**src/rtl/result_unloader.sv**
```systemverilog
`default_nettype none
// ============================================================================
//  Module      : result_unloader
//  Description : Streams 64-bit result words from the shared RAM to the CPU
//                as 32-bit packets. The packet order is a header carrying the
//                word count, then the low half and high half of each word.
//                Each packet is held on the bus until the CPU acknowledges it
//                with an INT rising edge.
//  Ports       : CLK, RST (async, active-low)
//                Start, Base_Address, Word_Count  - unload request from solver
//                INT                              - CPU packet acknowledge
//                RAM_RD_Address / RAM_RD_Data     - RAM read port (1-cycle latency)
//                CPU_Bus_Out, CPU_Bus_OE, Data_Valid - CPU bus packet driver
//                Busy, Done_Unloading             - status
//  Options     : UNLOADER_CHECKSUM_EN - append a final packet that is the XOR of
//                all packets sent, acknowledged like any other packet
//  Revision    : 1.0 - initial release
// ============================================================================
module result_unloader #(
    parameter int RAM_ADDRESS_WIDTH = 13,
    parameter int DATA_WIDTH        = 64   // two 32-bit packets per word; must be 64
) (
    input  logic                         CLK,
    input  logic                         RST,
    input  logic                         Start,
    input  logic [RAM_ADDRESS_WIDTH-1:0] Base_Address,
    input  logic [RAM_ADDRESS_WIDTH-1:0] Word_Count,
    input  logic                         INT,
    output logic [RAM_ADDRESS_WIDTH-1:0] RAM_RD_Address,
    input  logic [DATA_WIDTH-1:0]        RAM_RD_Data,
    output logic [31:0]                  CPU_Bus_Out,
    output logic                         CPU_Bus_OE,
    output logic                         Data_Valid,
    output logic                         Busy,
    output logic                         Done_Unloading
);

`ifdef UNLOADER_CHECKSUM_EN
    typedef enum logic [2:0] {
        IDLE    = 3'd0,
        HEADER  = 3'd1,
        FETCH   = 3'd2,
        LATCH   = 3'd3,
        SEND_LO = 3'd4,
        SEND_HI = 3'd5,
        CHECK   = 3'd6,
        DONE    = 3'd7
    } state_t;
    localparam state_t c_END_STATE = CHECK;
`else
    typedef enum logic [2:0] {
        IDLE    = 3'd0,
        HEADER  = 3'd1,
        FETCH   = 3'd2,
        LATCH   = 3'd3,
        SEND_LO = 3'd4,
        SEND_HI = 3'd5,
        DONE    = 3'd7
    } state_t;
    localparam state_t c_END_STATE = DONE;
`endif

    state_t                         r_state, w_state_next;
    logic [RAM_ADDRESS_WIDTH-1:0]   r_base,  w_base_next;
    logic [RAM_ADDRESS_WIDTH-1:0]   r_count, w_count_next;
    logic [RAM_ADDRESS_WIDTH-1:0]   r_index, w_index_next;
    logic [DATA_WIDTH-1:0]          r_hold,  w_hold_next;
    logic [RAM_ADDRESS_WIDTH-1:0]   r_addr,  w_addr_next;
    logic [31:0]                    r_bus,   w_bus_next;
    logic                           r_valid, w_valid_next;
    logic                           r_busy,  w_busy_next;
    logic                           r_done,  w_done_next;
    logic                           r_int_prev;
    logic                           w_ack;
`ifdef UNLOADER_CHECKSUM_EN
    logic [31:0]                    r_xsum,  w_xsum_next;
`endif

    // A level held high counts as a single acknowledge.
    assign w_ack = INT & ~r_int_prev;

    always_comb begin
        w_state_next = r_state;
        w_base_next  = r_base;
        w_count_next = r_count;
        w_index_next = r_index;
        w_hold_next  = r_hold;
        w_addr_next  = r_addr;
        w_bus_next   = r_bus;
`ifdef UNLOADER_CHECKSUM_EN
        w_xsum_next  = r_xsum;
`endif

        case (r_state)
            IDLE: begin
                if (Start) begin
                    w_base_next  = Base_Address;
                    w_count_next = Word_Count;
                    w_index_next = '0;
                    w_state_next = HEADER;
`ifdef UNLOADER_CHECKSUM_EN
                    w_xsum_next  = '0;
`endif
                end
            end
            HEADER: begin
                if (w_ack) begin
`ifdef UNLOADER_CHECKSUM_EN
                    w_xsum_next = r_xsum ^ r_bus;
`endif
                    w_state_next = (r_count == '0) ? c_END_STATE : FETCH;
                end
            end
            FETCH:   w_state_next = LATCH;
            LATCH: begin
                w_hold_next  = RAM_RD_Data;
                w_state_next = SEND_LO;
            end
            SEND_LO: begin
                if (w_ack) begin
`ifdef UNLOADER_CHECKSUM_EN
                    w_xsum_next = r_xsum ^ r_bus;
`endif
                    w_state_next = SEND_HI;
                end
            end
            SEND_HI: begin
                if (w_ack) begin
`ifdef UNLOADER_CHECKSUM_EN
                    w_xsum_next = r_xsum ^ r_bus;
`endif
                    w_index_next = r_index + 1'b1;
                    w_state_next = (w_index_next == r_count) ? c_END_STATE : FETCH;
                end
            end
`ifdef UNLOADER_CHECKSUM_EN
            CHECK: begin
                if (w_ack) w_state_next = DONE;
            end
`endif
            DONE:    w_state_next = IDLE;
            default: w_state_next = IDLE;
        endcase

        // Outputs are registered, so they are decoded from the state being
        // entered; this makes each packet appear on the same edge as its state.
        case (w_state_next)
            HEADER:  w_bus_next  = 32'(w_count_next);
            FETCH:   w_addr_next = w_base_next + w_index_next;   // wraps modulo 2^AW
            SEND_LO: w_bus_next  = w_hold_next[31:0];
            SEND_HI: w_bus_next  = w_hold_next[63:32];
`ifdef UNLOADER_CHECKSUM_EN
            CHECK:   w_bus_next  = w_xsum_next;   // already includes the last packet
`endif
            default: ;
        endcase

        w_valid_next = (w_state_next == HEADER)  || (w_state_next == SEND_LO) ||
`ifdef UNLOADER_CHECKSUM_EN
                       (w_state_next == CHECK)   ||
`endif
                       (w_state_next == SEND_HI);
        w_busy_next  = (w_state_next != IDLE);
        w_done_next  = (w_state_next == DONE);
    end

    always_ff @(posedge CLK or negedge RST) begin
        if (!RST) begin
            r_state    <= IDLE;
            r_base     <= '0;
            r_count    <= '0;
            r_index    <= '0;
            r_hold     <= '0;
            r_addr     <= '0;
            r_bus      <= '0;
            r_valid    <= 1'b0;
            r_busy     <= 1'b0;
            r_done     <= 1'b0;
            r_int_prev <= 1'b0;
`ifdef UNLOADER_CHECKSUM_EN
            r_xsum     <= '0;
`endif
        end else begin
            r_state    <= w_state_next;
            r_base     <= w_base_next;
            r_count    <= w_count_next;
            r_index    <= w_index_next;
            r_hold     <= w_hold_next;
            r_addr     <= w_addr_next;
            r_bus      <= w_bus_next;
            r_valid    <= w_valid_next;
            r_busy     <= w_busy_next;
            r_done     <= w_done_next;
            r_int_prev <= INT;
`ifdef UNLOADER_CHECKSUM_EN
            r_xsum     <= w_xsum_next;
`endif
        end
    end

    assign RAM_RD_Address = r_addr;
    assign CPU_Bus_Out    = r_bus;
    assign CPU_Bus_OE     = r_valid;   // one register drives both so they never differ
    assign Data_Valid     = r_valid;
    assign Busy           = r_busy;
    assign Done_Unloading = r_done;

endmodule
`default_nettype wire

```
**config.mk**
```make
export PLATFORM = sky130hd
export DESIGN_NAME = result_unloader
export DESIGN_NICKNAME = d
export VERILOG_FILES = /design/src/rtl/result_unloader.sv
export SDC_FILE = /design/constraint.sdc
export NUM_CORES = 1
export LEC_CHECK = 0
export CORE_MARGIN = 2
export CORE_UTILIZATION = 40
export CTS_CLUSTER_DIAMETER = 100
export DETAILED_ROUTE_END_ITERATION = 16
export SLEW_MARGIN = 25
export SYNTH_ARGS = -nofsm -noshare
export SYNTH_HDL_FRONTEND = slang
export SYNTH_SLANG_ARGS = --single-unit
```
**constraint.sdc**
```tcl
create_clock -name CLK -period 10.7 [get_ports CLK]
set_input_delay 2.675 -clock CLK [delete_from_list [all_inputs] [get_ports CLK]]
set_output_delay 2.675 -clock CLK [all_outputs]
set_load 0.02 [all_outputs]
```
== Yosys cells after proc, flatten, opt, wreduce, memory -nomap -nowiden ==
Index checks and enable logic that the tools add are counted.

* Bitwise gates (word level): 2
* $add $sub $neg: 2
* Multiply operators: 0
* Shifts and indexed selects: 0
* Mux-type cells: 16
* Equal/unequal tests: 11
* Reductions and logical operators: 6
* $lt $le $gt $ge: 0
* Divide/modulo/power cells: 0

{| class="wikitable"
|+ Operators with widths
! cell !! count
|-
| 32-bit one-hot mux with 3 select lines || 1
|-
| 13-bit two-way mux || 6
|-
| 64-bit two-way mux || 1
|-
| 13-bit one-hot mux with 2 select lines || 1
|-
| 3-bit two-way mux || 6
|-
| 3-bit one-hot mux with 6 select lines || 1
|-
| 3-bit == test (second input constant) || 5
|-
| 13-bit by 1-bit adder with 13-bit output (second input constant) || 1
|-
| 13-bit adder || 1
|-
| 13-bit == test || 1
|-
| 13-bit logical NOT || 1
|-
| 3-bit by 2-bit == test with 1-bit output (second input constant) || 3
|-
| 3-bit by 1-bit == test with 1-bit output (second input constant) || 2
|-
| 3-bit nonzero test || 2
|-
| 3-bit logical NOT || 1
|-
| 1-bit logical OR || 2
|-
| 1-bit AND || 1
|-
| 1-bit inverter || 1
|}

* Latch bits: 0
* Word-level logic and storage cells: 48
* Input bits: 94
* Memories: 0
* Register bits after elaboration: 155
* Output and inout port bits: 49
* Memory bits (writable): 0
* ROM bits: 0

== Depth between registers and ports, before layout ==
* Word-level depth: 8
* Gate-level depth with buffers: 16
* Mapped depth without buffers: 15

== Worst setup path before layout ==
Ideal clock, no wire load.

* Path type: in2reg
* Start point: input port Start
* End point: register r_addr[10], in the netlist RAM_RD_Address[10]
* Required time: 10575 ps
* Cell stages on the path: 13
* Setup time: 125 ps
* Slack: 4740 ps
* Arrival: 5835 ps
* Path buffers: 2
* Cells stage by stage: nor4b_2 clkbuf_1 clkbuf_1 nor2_1 ha_1 fa_1 a21oi_1 o21ai_0 o41a_1 nand4_1 nand3b_1 xor2_1 mux2_4

* Cells in the longest elaborated chain, start to end: 3
* Elaborated cells on any way between the ends: 8
* Those cells by class: add/sub: 1; eq/ne: 1; mux: 6

{| class="wikitable"
|+ Ends and longest elaborated chain
! item !! RTL line !! text
|-
| start: declaration || 25 || <nowiki>input logic Start,</nowiki>
|-
| 13-bit two-way mux || 96 || <nowiki>if (Start) begin</nowiki>
|-
| 13-bit one-hot mux with 2 select lines || 94 || <nowiki>case (r_state)</nowiki>
|-
| named net w_index_next[0] || 66 || <nowiki>logic [RAM_ADDRESS_WIDTH-1:0] r_index, w_index_next;</nowiki>
|-
| 13-bit adder || 149 || <nowiki>FETCH: w_addr_next = w_base_next + w_index_next;</nowiki>
|-
| end signal: assignment || 189 || <nowiki>r_addr <= w_addr_next;</nowiki>
|-
| end: declaration || 68 || <nowiki>logic [RAM_ADDRESS_WIDTH-1:0] r_addr, w_addr_next;</nowiki>
|}

The timed path passes the listed nets, and every way through them passes these cells.
A chain may end at the register's enable or synchronous reset.

== Worst setup path in the final report ==
* Start point: input port INT
* End point: register r_addr[11], in the netlist RAM_RD_Address[11]

* Cells in the longest elaborated chain, start to end: 4
* Elaborated cells on any way between the ends: 9
* Those cells by class: add/sub: 1; eq/ne: 1; mux: 6; bitwise: 1

{| class="wikitable"
|+ Ends and longest elaborated chain
! item !! RTL line !! text
|-
| start: declaration || 28 || <nowiki>input logic INT,</nowiki>
|-
| 1-bit AND || 80 || <nowiki>assign w_ack = INT & ~r_int_prev;</nowiki>
|-
| 13-bit two-way mux || 128 || <nowiki>if (w_ack) begin</nowiki>
|-
| 13-bit one-hot mux with 2 select lines || 94 ||
|-
| named net w_index_next[3] || 66 ||
|-
| 13-bit adder || 149 ||
|}

The timed path passes the listed nets, and every way through them passes these cells.

==> summary.txt <==
Worst IR Drop VDD: 0.000118 V
worst slew pin tran: 0.902 ns
All-Layer GR Usage: 20.6%
top cell type's share of synthesized area: 48.5%
Startpoint Class: primary input
io pins: 143
final net count: 982
RR Startpoint: r_state[2]$_DFF_PN0_
syn avg cell area: 10.5 um2
Post-CTS Hold Fix Bufs: 0
synth unique cells: 65
DP HPWL: 14.8 mm
Synth area leader: dfrtp_1
Final Util: 52.2%
Fill cells: 1784
final hold vios: 0
R2R setup slack: 6.58 ns
layout cell share with drive strength beyond 1: 17.1%
Multi-input gate area: 3830 um2
worst min-delay path category: flip-flop to flip-flop
num rows: 51
clk_lat worst skew: 0.43 ns
DRC violations left: 0
register area share after synthesis: 48.5%
DRT Pass-1 Iters: 6
maximum root-to-sink buffer count: 2
Hold Path Cell Cnt: 2
register bit total from synthesis: 155
Num CTS Buffers: 17
gr ovfl total: 0
PwrDens: 287 nW/um2
power consumption: 2930 uW
ranking of synthesized cells by area: dfrtp_1 (48%), mux2_2 (12%), a21oi_1 (3.7%), o21ai_0 (2.9%), nand2_1 (2.6%)
routed wire length: 21.5 mm
PostCTS Resize Cnt: 0
setup TNS: 0 ns
Worst Path Arrival: 6.37 ns
H-Tree Depth: 4
met3 Use GR: 3.73%
hold_sp: CPU_Bus_Out[13]$_DFFE_PN0P_
Crit Path Max Fanout: 6
Initial Util: 41.0%
Die Height: 145 um
met1 GRT Util: 28.0%
CTS sink count: 155
Rel. slew slack: 39.9%
post-route antenna net violation count: 0
Synthesis Warnings: 0
DP Worst Slack: 4.19 ns
# diodes: 0
post-route clock skew: 0.0111 ns
# Post-CTS Setup Buffers: 0
Final Cycle Share: 56.6%
largest net degree at the start of global routing: 98
Die X: 145 um
Sequential Area: 3880 um2
fmax: 165 MHz
Post-Syn Nets: 870
via count: 6337
Async SR Flop Fraction: 100%
Tmin final: 6.05 ns
final RePlAce weighted congestion: 0.851
status: completed
DR iter-0 viols: 350
core area: 19500 um2
first-pass GRT wire length: 35.3 mm
IO buf count: 142
RSZ-0062 raised after global routing: false
vias in the first global route: 6457
data required time at the worst endpoint: 11.01 ns
area grow syn2layout: 27.4%
mapped cell area: 8000 um2
Max Slew Vio Count: 0
WL per Instance: 18.7 um
Worst Reg-to-Reg Cells: 13
Post-synth EDFFs: 0
hold endpoint: CPU_Bus_Out[13]$_DFFE_PN0P_
Worst-path clk slew: 0.07 ns
most frequent cell after synthesis: dfrtp_1
Synth Instances: 762
Leak: 0.00411 uW
synth cell count leaders: dfrtp_1 (155), mux2_2 (87), a21oi_1 (59)
total die area: 21200 um2
Min Hold Slack: 0.479 ns
Setup crit start: INT
CTS Root Cell: clkbuf_16
CP endpoint kind: flip-flop
TritonCTS clock tree: yes
Most Crowded Layer GR: met2
GR Layer Usage met2: 33.6%
max-cap check violation count: 0
Via density: 5.50
top_reg_cell synth: dfrtp_1
reg2reg end: RAM_RD_Address[11]$_DFFE_PN0N_
Setup CP Type: primary input to flip-flop
initial antenna violation count: 0
PnR worst setup slack: 4.65 ns
setup violators final: 0
[logic make-up (layout without fill, tap and decap cells)]
logic type      count (synthesis)  in the layout  share of synthesized area, %
mux                           100            100                          14.5
xor+xnor                       24             24                          2.80
compound gates                186            186                          14.4
simple gates                  215            215                          13.7
buf+inv                        68            193                          3.91
fa+ha+maj                      14             14                          2.28
flops                         155            155                          48.5
[metal layers]
layer | share of wire [%] | wire (um) | up-vias
met5 | 0 | 0 | -
met3 | 4.4 | 950 | 26
met2 | 47 | 10200 | 166
met1 | 47 | 10000 | 3164
met4 | 1.8 | 395 | 0
li1 | - | - | 2981
[through the flow]
stage / instance area (um2) / std cells
floorplan: 8000 / 762
global placement: 9570 / 1120
detailed placement: 9570 / 1120
CTS: 10200 / 1152
global route: 10200 / 1152
finish: 10200 / 1152
[worst max-delay path, cell delays in order]
cell             delay [ns]
clkdlybuf4s50_1        0.49
nand2b_1               0.17
nor2_1                 0.17
o21ai_0                0.24
o21ai_0                0.24
nand2_1                0.07
o31a_1                 0.12
o21ai_0                0.24
ha_1                   0.33
nand2_1                0.08
o21ai_0                0.14
o41ai_1                0.62
o211ai_1               0.21
o311ai_0               0.18
xnor2_1                0.11
mux2_4                 0.27
[worst max-delay path by stage]
stage	to	slack [ns]	cells after the start
2_1_floorplan	RAM_RD_Address[10]$_DFFE_PN0N_	4.74	13
3_3_place_gp	RAM_RD_Address[11]$_DFFE_PN0N_	4.37	12
3_5_place_dp	RAM_RD_Address[11]$_DFFE_PN0N_	4.19	16
4_1_cts	RAM_RD_Address[11]$_DFFE_PN0N_	4.63	16
5_1_grt	RAM_RD_Address[11]$_DFFE_PN0N_	4.20	16
6_report	RAM_RD_Address[11]$_DFFE_PN0N_	4.65	16
[layout by cell type, fill, tap and decap left out, types with 13 or more instances in the layout]
| cell type | netlist | routed |
|---|---|---|
| xnor2_1 | 13 | 13 |
| nand3_1 | 23 | 23 |
| nand2_1 | 56 | 55 |
| a21oi_1 | 59 | 59 |
| clkbuf_16 | 0 | 17 |
| o211ai_1 | 17 | 17 |
| ha_1 | 13 | 13 |
| a31oi_1 | 16 | 16 |
| clkdlybuf4s50_1 | 0 | 141 |
| nor2_1 | 41 | 41 |
| nor3_1 | 28 | 27 |
| nand2b_1 | 20 | 20 |
| mux2_2 | 87 | 87 |
| o21ai_0 | 46 | 46 |
| o31ai_1 | 22 | 22 |
| dfrtp_1 | 155 | 155 |
[power by group]
| group | leakage [uW] | total [uW] | switching, uW | internal (uW) |
|---|---|---|---|---|
| logic | 0.00195 | 1310 | 707 | 604 |
| registers | 0.00187 | 991 | 144 | 847 |
| clock network | 0.000298 | 628 | 289 | 339 |
| total | 0.00411 | 2930 | 1140 | 1790 |
[registers in the layout (all words and copies together), names as in the netlist]
register and flops:
r_index 13, CPU_Bus_Out 32, Done_Unloading 1, CPU_Bus_OE 1, r_state 3, r_count 13
Busy 1, r_hold 64, r_int_prev 1, RAM_RD_Address 13, r_base 13
[final cells by class]
type	instances	share of cell area, %
clock inverter	15	1.96
tap	265	3.25
clock buffer	17	4.17
multi-input combinational	539	37.5
inverter	9	0.331
timing repair buffer	152	14.7
sequential	155	38.1
Power figures use the tool's default switching activity.
